$ cat config.mk
export PLATFORM = sky130hd
export DESIGN_NAME = seq_stream_ctrl_flat
export DESIGN_NICKNAME = d
export VERILOG_FILES = /design/src/rtl/seq_stream_pkg.sv /design/src/rtl/seq_stream_ctrl_if.sv /design/src/rtl/seq_stream_ctrl_pattern_det.sv /design/src/rtl/seq_stream_ctrl.sv /design/src/flat_wrapper.sv
export SDC_FILE = /design/constraint.sdc
export NUM_CORES = 1
export LEC_CHECK = 0
export BUFFER_PORTS_ARGS = -buffer_cell sky130_fd_sc_hd__clkbuf_2
export CORE_MARGIN = 2
export CORE_UTILIZATION = 24
export CTS_BUF_LIST = sky130_fd_sc_hd__clkbuf_8
export DETAILED_ROUTE_END_ITERATION = 10
export HOLD_SLACK_MARGIN = 0.08
export SKIP_CTS_REPAIR_TIMING = 1
export SKIP_LAST_GASP = 1
export SYNTH_ARGS = -nofsm -noshare
export SYNTH_HDL_FRONTEND = slang
export SYNTH_SLANG_ARGS = --single-unit
$ cat constraint.sdc
create_clock -name clk -period 4.78 [get_ports clk]
set_input_delay 0.478 -clock clk [delete_from_list [all_inputs] [get_ports clk]]
set_output_delay 0.478 -clock clk [all_outputs]
set_load 0.02 [all_outputs]
$ cat src/rtl/seq_stream_pkg.sv
// Shared definitions for the serial pattern streaming controller.
//   state_t         : controller FSM states
//   DEF_PAT_LEN     : default pattern length in bits
//   DEF_PATTERN     : default pattern, oldest bit in the MSB
package seq_stream_pkg;

  typedef enum logic {
    IDLE  = 1'b0,
    SHIFT = 1'b1
  } state_t;

  localparam int                     DEF_PAT_LEN = 3;
  localparam logic [DEF_PAT_LEN-1:0] DEF_PATTERN = 3'b101;

endpackage

$ cat src/rtl/seq_stream_ctrl_if.sv
// Parallel word handshake between a word producer and seq_stream_ctrl.
//   in_data  : parallel word (producer -> controller)
//   in_valid : in_data is valid (producer -> controller)
//   in_ready : controller accepts a word this cycle (controller -> producer)
// A word transfers on any rising edge where in_valid && in_ready.
interface seq_stream_ctrl_if #(
  parameter int DATA_W = 8
);

  logic [DATA_W-1:0] in_data;
  logic              in_valid;
  logic              in_ready;

  modport master (
    output in_data,
    output in_valid,
    input  in_ready
  );

  modport slave (
    input  in_data,
    input  in_valid,
    output in_ready
  );

endinterface

$ cat src/rtl/seq_stream_ctrl_pattern_det.sv
// Overlapping serial pattern detector.
//   clk     : clock, rising edge
//   rst     : synchronous active-high reset
//   clr     : synchronous clear of history, fill and match
//   bit_vld : bit_in carries a new stream bit this cycle
//   bit_in  : serial stream bit
//   hit     : combinational match for the bit presented this cycle
//   match   : one-cycle pulse, registered copy of hit
// History survives matches, idle gaps and word boundaries; only rst or clr
// clears it, so overlapping and cross-word occurrences are all reported.
module pattern_det
  import seq_stream_pkg::*;
#(
  parameter int                 PAT_LEN = DEF_PAT_LEN,
  parameter logic [PAT_LEN-1:0] PATTERN = DEF_PATTERN
) (
  input  logic clk,
  input  logic rst,
  input  logic clr,
  input  logic bit_vld,
  input  logic bit_in,
  output logic hit,
  output logic match
);

  localparam int FILL_W = $clog2(PAT_LEN);
  localparam logic [FILL_W-1:0] FILL_MAX = FILL_W'(PAT_LEN - 1);

  logic [PAT_LEN-2:0] hist;
  logic [FILL_W-1:0]  fill;
  logic [PAT_LEN-1:0] window;

  // Candidate window: stored history followed by the bit arriving now.
  assign window = {hist, bit_in};

  // The top-level counter needs this so it steps on the same edge that
  // raises match.
  assign hit = bit_vld && (fill == FILL_MAX) && (window == PATTERN);

  always_ff @(posedge clk) begin
    if (rst || clr) begin
      hist  <= '0;
      fill  <= '0;
      match <= 1'b0;
    end else begin
      match <= hit;
      if (bit_vld) begin
        hist <= window[PAT_LEN-2:0];
        if (fill != FILL_MAX) fill <= fill + 1'b1;
      end
    end
  end

endmodule

$ cat src/rtl/seq_stream_ctrl.sv
// Word-to-bit streaming front end for the serial pattern detector.
//   clk       : clock, rising edge
//   rst       : synchronous active-high reset
//   enable    : allow new words; a word in progress always completes
//   clr       : synchronous clear of history, fill, count and word in progress
//   bus       : slave side of the in_data/in_valid/in_ready handshake
//   match     : one-cycle pulse per detected occurrence
//   match_cnt : saturating match count
//   busy      : a word is being serialized
// Words are serialized MSB first, one bit per clock. in_ready is
// combinational so a word can be taken on the last bit of the previous one,
// keeping the bit stream gap-free.
module seq_stream_ctrl
  import seq_stream_pkg::*;
#(
  parameter int                 DATA_W  = 8,
  parameter int                 PAT_LEN = DEF_PAT_LEN,
  parameter logic [PAT_LEN-1:0] PATTERN = DEF_PATTERN,
  parameter int                 CNT_W   = 8
) (
  input  logic               clk,
  input  logic               rst,
  input  logic               enable,
  input  logic               clr,
  seq_stream_ctrl_if.slave   bus,
  output logic               match,
  output logic [CNT_W-1:0]   match_cnt,
  output logic               busy
);

  localparam int IDX_W = $clog2(DATA_W);
  localparam logic [IDX_W-1:0] IDX_LAST = IDX_W'(DATA_W - 1);

  state_t            state;
  logic [IDX_W-1:0]  idx;
  logic [DATA_W-1:0] shreg;
  logic              last_bit;
  logic              accept;
  logic              bit_vld;
  logic              hit;

  assign last_bit     = (state == SHIFT) && (idx == IDX_LAST);
  assign bus.in_ready = !rst && !clr && enable && ((state == IDLE) || last_bit);
  assign accept       = bus.in_valid && bus.in_ready;
  assign bit_vld      = (state == SHIFT);
  assign busy         = (state == SHIFT);

  // NOTE: all state below uses non-blocking assignments so every register
  // samples the pre-edge value of every other; blocking here would make the
  // result depend on statement order.
  always_ff @(posedge clk) begin
    if (rst || clr) begin
      state <= IDLE;
      idx   <= '0;
      shreg <= '0;
    end else begin
      case (state)
        IDLE: begin
          if (accept) begin
            state <= SHIFT;
            idx   <= '0;
            shreg <= bus.in_data;
          end
        end
        SHIFT: begin
          if (idx == IDX_LAST) begin
            idx <= '0;
            if (accept) begin
              shreg <= bus.in_data;
            end else begin
              state <= IDLE;
              shreg <= '0;
            end
          end else begin
            idx   <= idx + 1'b1;
            shreg <= {shreg[DATA_W-2:0], 1'b0};
          end
        end
        default: begin
          state <= IDLE;
          idx   <= '0;
        end
      endcase
    end
  end

  pattern_det #(
    .PAT_LEN (PAT_LEN),
    .PATTERN (PATTERN)
  ) u_det (
    .clk     (clk),
    .rst     (rst),
    .clr     (clr),
    .bit_vld (bit_vld),
    .bit_in  (shreg[DATA_W-1]),
    .hit     (hit),
    .match   (match)
  );

  // Steps on the same edge that raises match; holds at all-ones.
  always_ff @(posedge clk) begin
    if (rst || clr) begin
      match_cnt <= '0;
    end else if (hit && (match_cnt != '1)) begin
      match_cnt <= match_cnt + 1'b1;
    end
  end

endmodule

$ cat src/flat_wrapper.sv
// flat-port wrapper written by rule: the top's interface ports become plain ports
module seq_stream_ctrl_flat import seq_stream_pkg::*;
#(
  parameter int                 DATA_W  = 8,
  parameter int                 PAT_LEN = DEF_PAT_LEN,
  parameter logic [PAT_LEN-1:0] PATTERN = DEF_PATTERN,
  parameter int                 CNT_W   = 8
)
  (clk, rst, enable, clr, match, match_cnt, busy, bus_in_data, bus_in_valid, bus_in_ready);
  seq_stream_ctrl_if #(.DATA_W(DATA_W)) bus_i ();
  input  logic clk;
  input  logic rst;
  input  logic enable;
  input  logic clr;
  output logic match;
  output logic [CNT_W-1:0] match_cnt;
  output logic busy;
  input wire logic [$bits(bus_i.in_data)-1:0] bus_in_data;
  input wire logic [$bits(bus_i.in_valid)-1:0] bus_in_valid;
  output wire logic [$bits(bus_i.in_ready)-1:0] bus_in_ready;
  assign bus_i.in_data = bus_in_data;
  assign bus_i.in_valid = bus_in_valid;
  assign bus_in_ready = bus_i.in_ready;
  seq_stream_ctrl #(.DATA_W(DATA_W), .PAT_LEN(PAT_LEN), .PATTERN(PATTERN), .CNT_W(CNT_W)) u_core (.clk(clk), .rst(rst), .enable(enable), .clr(clr), .bus(bus_i), .match(match), .match_cnt(match_cnt), .busy(busy));
endmodule
==> results of run 1 <==
[flip-flops by register name, summed over array words and instances, names as in the netlist]
signal              count
u_core.u_det.hist       2
u_core.busy             1
u_core.match_cnt        8
u_core.shreg            8
u_core.idx              3
u_core.u_det.match      1
u_core.u_det.fill       2
[worst min-delay path by stage]
stage | endpoint
finish | u_core.shreg[0]
global route | u_core.shreg[0]
CTS | u_core.shreg[0]
detailed placement | u_core.shreg[0]
global placement | u_core.u_det.hist[1]
floorplan | u_core.u_det.hist[1]
[cells by family (layout without fill, tap and decap cells)]
| logic type | Yosys count | count (layout) | synth area share [%] |
|---|---|---|---|
| mux | 3 | 3 | 2.79 |
| xor+xnor | 2 | 2 | 1.63 |
| compound gates | 27 | 27 | 17.6 |
| buf+inv | 8 | 29 | 3.72 |
| fa+ha+maj | 4 | 4 | 4.65 |
| simple gates | 45 | 45 | 23.1 |
| flops | 25 | 25 | 46.5 |
[power by group through the flow]
stage	Sequential [mW]	Clock, mW	Combinational, mW
after floorplan	0.215	0	0.0123
after global placement	0.216	0	0.0195
after detailed placement	0.216	0	0.0194
after CTS	0.211	0.128	0.0194
after global routing	0.211	0.134	0.0217
final	0.211	0.121	0.0194
[area by class of cell]
cell class,count,area [um2]
Clock inverter,1,3.75
Timing Repair Buffer,23,115
Fill cell,477,3060
Inverter,2,7.51
Clock buffer,3,41.3
Multi-Input combinational cell,81,536
Sequential cell,25,500
Tap cell,52,65.1
[routing by layer]
layer / track usage (%) / share of wire [%]
met5: 0 / 0
met4: 3.77 / 1.7
met3: 1.85 / 4.9
met2: 13.6 / 46
met1: 11.0 / 48
[cell usage in the layout (no fill, tap or decap), types with 4 or more instances in the layout]
cell type,Yosys,routed
or3_1,4,4
dfxtp_1,25,25
ha_1,4,4
nand3b_1,4,4
a21oi_1,11,11
nand2_1,6,6
a222oi_1,7,7
clkbuf_2,0,23
nand3_1,4,4
nor2_1,14,14
[critical path, delay by kind of cell (launching register included)]
family,cells,cell delay [ns]
and+or+nand+nor,2,0.36
DFF,1,0.33
buffers and inverters,1,0.15
adders and majority gates,2,0.39
[stage by stage]
step / setup slack (ns) / hold slack [ns] / instance area [um2]
final: 2.80 / 0.441 / 1270
after global routing: 2.58 / 0.470 / 1270
after CTS: 2.76 / 0.444 / 1270
after detailed placement: 2.82 / 0.485 / 1220
after global placement: 2.79 / 0.475 / 1220
after floorplan: 3.19 / 0.453 / 1080
==> results.ini, run 1 <==
[critical_path]
rr_startpoint = u_core.idx[0]
cp_slowest_cell = dfxtp_1
cp_max_fo = 3
critPathMostFrequentCell = ha_1
critPathCaptureType = output pin
arrival_ns = 1.50
worstPathCellList = ha_1 -> ha_1 -> nand2b_1 -> and3_1 -> clkbuf_2
critPathLaunch = u_core.idx[0]
endpoint = bus_in_ready
r2r_cells = 6
reg2reg_slack_ns = 2.81
cp_data_required_time_ns = 4.30
worstSetupPathType = flip-flop to output pin
max_stage_delay_ns = 0.33
worstSetupStartpointType = flip-flop
timing.rr.end = u_core.shreg[6]

[clocking]
cts_tree = built
cts_root_buffer = clkbuf_8
clkTransAtPathRegs_ns = 0.08
h-tree-depth = 1
cts_buffer_depth = 2
cts.sinks = 25
clk_latency_ns = 0.26
cts_buffers = 3

[power]
p_leak_nw = 0.479
power_frac_seq_pct = 60.0
switching_share_pct = 21.8
peakVddDrop_mv = 0.190
clock_power_share_pct = 34.4
p_switching_mw = 0.0767
comb_power_share_pct = 5.5
power.total_mw = 0.351
p_per_area_nw_per_um2 = 277
internal-power_mw = 0.275

[synthesis]
synth_largest_area_cell = dfxtp_1
ys_ff_latch = 25
synth_top_cell_area_share_pct = 46.5
synth-edff-count = 0
netlist_top_cells_area = dfxtp_1 47%, a222oi_1 6.5%, a21oi_1 5.1%
synth_fp_nets = 131
yosys_warnings = 0
netlist_area_um2 = 1080
ys.flop_type = dfxtp_1
ys_seq_area_share_pct = 46.5
yosysUniqueCellTypes = 30
synth_cells = 114
synthArstFlopShare_pct = 0
synthMostInstantiatedCell = dfxtp_1
synth_common_cells = 25 x dfxtp_1, 14 x nor2_1, 11 x a21oi_1
avgSynthCellArea_um2 = 9.44

[timing]
finalClockSkew_ns = 0.00445
slew-limit-headroom_pct = 51.1
period_share_pct = 41.4
setup_viol = 0
hold_violations = 0
period_needed_ns = 1.98
drv_slew = 0
tns_ns = 0
tightest_slew_ns = 0.732
fmax_mhz = 505
rsz0062_at_grt = no

[placed_design]
hpwl_um = 1540
numPortBuffers = 23
dp.cells = 183
place.gp.congestion = 0.676

[global_route]
grt_usage_pct = 8.51
grt_start_max_net_pins = 27
grt-ovfl-total = 0
grt_pass1_vias = 806
grt_pass1_wl_um = 3520
antenna_found_initial = 0

[die]
start_util_pct = 24.9
die_h_um = 71.0
dieArea_um2 = 5040
dieWidth_um = 71.0
pin_count = 24
num_rows = 24
core_um2 = 4320

[detailed_routing]
wl_per_cell_um = 11.2
wirelength_um = 2090
drt_iter0_markers = 49
drc_errors = 0
ant_nets = 0
vias = 914
dr.pass1.iters = 4
routed_via_density = 4.89

[flow_run]
drv_cap = 0

[hold_path]
min_path_cells = 3
hold_class = input pin to flip-flop
min-delay-start = bus_in_data[0]

[run_status]
status = complete, no violations

[finish]
stdcell_count = 187
utilization_pct = 29.3
syn_to_final_growth_pct = 17.9
finalNetCount = 153
drive_above_1_share_pct = 21.5
diodes = 0

(Power assumes the default switching activity.)
==> inputs of run 2 (changes only) <==
--- a/config.mk
+++ b/config.mk
@@ -5,6 +5,7 @@
 export SDC_FILE = /design/constraint.sdc
 export NUM_CORES = 1
 export LEC_CHECK = 0
+export ABC_AREA = 1
 export BUFFER_PORTS_ARGS = -buffer_cell sky130_fd_sc_hd__clkbuf_2
 export CORE_MARGIN = 2
 export CORE_UTILIZATION = 24
==> constraint.sdc (replaced) <==
create_clock -name clk -period 2 [get_ports clk]
set_input_delay 0.2 -clock clk [delete_from_list [all_inputs] [get_ports clk]]
set_output_delay 0.2 -clock clk [all_outputs]
set_load 0.02 [all_outputs]
==> run 2 against run 1 <==
Effect of this change:
- final cell count up 40%
- clock skew down 0.00059 ns
- utilization fell by 0.42 points
- non-clock buffer count grew 1
- critical path type unchanged
- critical endpoint unchanged
==> results.ini, run 2 <==
[run_status]
status = complete, no violations  ; unchanged

[die]
start_util_pct = 24.6  ; was 24.9%
core_um2 = 5070  ; was 4320 um2
dieArea_um2 = 5800  ; was 5040 um2
num_rows = 26  ; was 24
dieWidth_um = 76.2  ; was 71.0 um
pin_count = 24  ; unchanged
die_h_um = 76.2  ; was 71.0 um

[global_route]
grt_usage_pct = 8.91  ; was 8.51%
grt_pass1_vias = 992  ; was 806
grt-ovfl-total = 0  ; unchanged
grt_pass1_wl_um = 4260  ; was 3520 um
grt_start_max_net_pins = 17  ; was 27
antenna_found_initial = 0  ; unchanged

[timing]
tightest_slew_ns = 0.401  ; was 0.732 ns
period_needed_ns = 1.71
period_share_pct = 85.4
tns_ns = 0  ; unchanged
finalClockSkew_ns = 0.00386  ; was 0.00445 ns
hold-worst-slack_ns = 0.193  ; was 0.441 ns
rsz0062_at_grt = no  ; unchanged
slew-limit-headroom_pct = 73.2  ; was 51.1%
hold_violations = 0  ; unchanged
drv_slew = 0  ; unchanged
fmax_mhz = 585
setup_viol = 0  ; unchanged

[clocking]
cts_tree = built  ; unchanged
cts_root_buffer = clkbuf_8  ; unchanged
clkTransAtPathRegs_ns = 0.09  ; was 0.08 ns
clk_latency_ns = 0.27  ; was 0.26 ns
h-tree-depth = 1  ; unchanged
cts_buffer_depth = 2  ; unchanged
cts_buffers = 3  ; unchanged
cts.sinks = 25  ; unchanged

[power]
p_leak_nw = 0.589  ; was 0.479 nW
comb_power_share_pct = 7.2  ; was 5.5%
p_per_area_nw_per_um2 = 587  ; was 277 nW/um2
power_frac_seq_pct = 58.6  ; was 60.0%
switching_share_pct = 23.3  ; was 21.8%
clock_power_share_pct = 34.2  ; was 34.4%
p_switching_mw = 0.201  ; was 0.0767 mW
internal-power_mw = 0.661  ; was 0.275 mW
peakVddDrop_mv = 0.292  ; was 0.190 mV

[detailed_routing]
drc_errors = 0  ; unchanged
routed_via_density = 4.07  ; was 4.89
vias = 1062  ; was 914
drt_iter0_markers = 21  ; was 49
wirelength_um = 2400  ; was 2090 um
ant_nets = 0  ; unchanged
wl_per_cell_um = 9.18  ; was 11.2 um
dr.pass1.iters = 4  ; unchanged

[placed_design]
hpwl_um = 1780  ; was 1540 um
numPortBuffers = 23  ; unchanged
place_area_um2 = 1420  ; was 1220 um2
place.gp.congestion = 0.761  ; was 0.676

[finish]
final_common_cell = nor2_1  ; was dfxtp_1
finalNetCount = 209  ; was 153
diodes = 0  ; unchanged
reg_top3 = u_core.match_cnt (8), u_core.shreg (8), u_core.idx (3)  ; unchanged
utilization_pct = 28.9  ; was 29.3%
design_area_um2 = 1470  ; was 1270 um2
syn_to_final_growth_pct = 17.4  ; was 17.9%
drive_above_1_share_pct = 22.0  ; was 21.5%
final_cell_mix = 32 x nor2_1, 29 x nand2_1, 25 x dfxtp_1, 23 x clkbuf_2, 18 x nand3_1  ; was 25 x dfxtp_1, 23 x clkbuf_2, 14 x nor2_1, 11 x a21oi_1, 7 x a222oi_1
fill_cells = 579  ; was 477

[hold_path]
hold_class = input pin to flip-flop  ; unchanged

[synthesis]
synth_top_cell_area_share_pct = 40.0  ; was 46.5%
ys.flop_type = dfxtp_1  ; unchanged
yosysUniqueCellTypes = 24  ; was 30
synthMostInstantiatedCell = nor2_1  ; was dfxtp_1
netlist_area_um2 = 1250  ; was 1080 um2
synth_largest_area_cell = dfxtp_1  ; unchanged
synth_common_cells = 32 x nor2_1, 29 x nand2_1, 25 x dfxtp_1  ; was 25 x dfxtp_1, 14 x nor2_1, 11 x a21oi_1
synth_fp_nets = 184  ; was 131
netlist_top_cells_area = dfxtp_1 40%, nor2_1 9.6%, nand2_1 8.7%  ; was dfxtp_1 47%, a222oi_1 6.5%, a21oi_1 5.1%
ys_seq_area_share_pct = 40.0  ; was 46.5%
yosys_warnings = 0  ; unchanged
synth-edff-count = 0  ; unchanged
avgSynthCellArea_um2 = 7.48  ; was 9.44 um2
ys_ff_latch = 25  ; unchanged
synthArstFlopShare_pct = 0  ; unchanged
synth_cells = 167  ; was 114

[critical_path]
arrival_ns = 1.51  ; was 1.50 ns
critPathCaptureType = output pin  ; unchanged
worstSetupPathType = flip-flop to output pin  ; unchanged
cp_data_required_time_ns = 1.80  ; was 4.30 ns
cp_max_fo = 9  ; was 3
worstSetupStartpointType = flip-flop  ; unchanged

[flow_run]
drv_cap = 0  ; unchanged

-- run 2: cell types whose count changed after synthesis, moves of 4 or more --
cell	delta
a222oi_1	-7
inv_1	+14
nand2_1	+23
nand3_1	+14
nand3b_1	-4
nor2_1	+18
or3_1	-4
-- run 2: power by group through the flow --
stage	clock network [mW]	registers (mW)	logic (mW)
2_1_floorplan	0	0.516	0.0449
3_3_place_gp	0	0.517	0.0616
3_5_place_dp	0	0.517	0.0628
4_1_cts	0.307	0.506	0.0629
5_1_grt	0.329	0.507	0.0699
6_report	0.295	0.505	0.0619
-- run 2: kinds of logic (layout without fill, tap and decap cells) --
group,count (synthesis),count (layout),share of synthesized area (%)
compound gates,18,18,7.61
xor+xnor,4,4,2.80
fa+ha+maj,4,4,4.00
buf+inv,24,48,9.41
flops,25,25,40.0
simple gates,92,92,36.1
-- run 2: cell type report --
| type | count | area, um2 | area share (%) |
|---|---|---|---|
| inverter | 20 | 80.1 | 5.46 |
| sequential | 25 | 500 | 34.1 |
| tap | 70 | 87.6 | 5.97 |
| timing repair buffer | 24 | 123 | 8.35 |
| clock buffer | 3 | 41.3 | 2.81 |
| multi-input combinational | 118 | 632 | 43.1 |
| clock inverter | 1 | 3.75 | 0.256 |
-- run 2: per-stage QoR --
stage | power [mW] | cells | setup slack [ns]
finish | 0.862 | 261 | 0.292
global route | 0.906 | 261 | 0.171
CTS | 0.876 | 261 | 0.269
detailed placement | 0.580 | 257 | 0.516
global placement | 0.579 | 257 | 0.557
floorplan | 0.561 | 167 | 0.588
-- run 2: critical path, stage by stage, from the launching register on --
cell and delay (ns):
dfxtp_1 0.33, ha_1 0.20, ha_1 0.17, inv_1 0.09, nand2_4 0.08, inv_4 0.14
nor2_8 0.07, clkbuf_2 0.15
-- run 2: final timing paths --
| kind | start | end | slack [ns] | cells after the start |
|---|---|---|---|---|
| worst min-delay path | bus_in_data[0] | u_core.shreg[0] | 0.19 | 3 |
| worst min register to register | u_core.idx[0] | u_core.idx[0] | 0.46 | 1 |
| worst max register to register | u_core.idx[0] | u_core.shreg[1] | 0.52 | 9 |
| worst max-delay path | u_core.idx[0] | bus_in_ready | 0.29 | 7 |
-- run 2: layer usage --
| layer | vias up | GRT usage [%] | wire length, um |
|---|---|---|---|
| met5 | - | 0 | 0 |
| met4 | 0 | 2.73 | 25 |
| met3 | 4 | 2.96 | 125 |
| met2 | 25 | 14.6 | 1050 |
| met1 | 459 | 11.1 | 1190 |
| li1 | 574 | - | - |
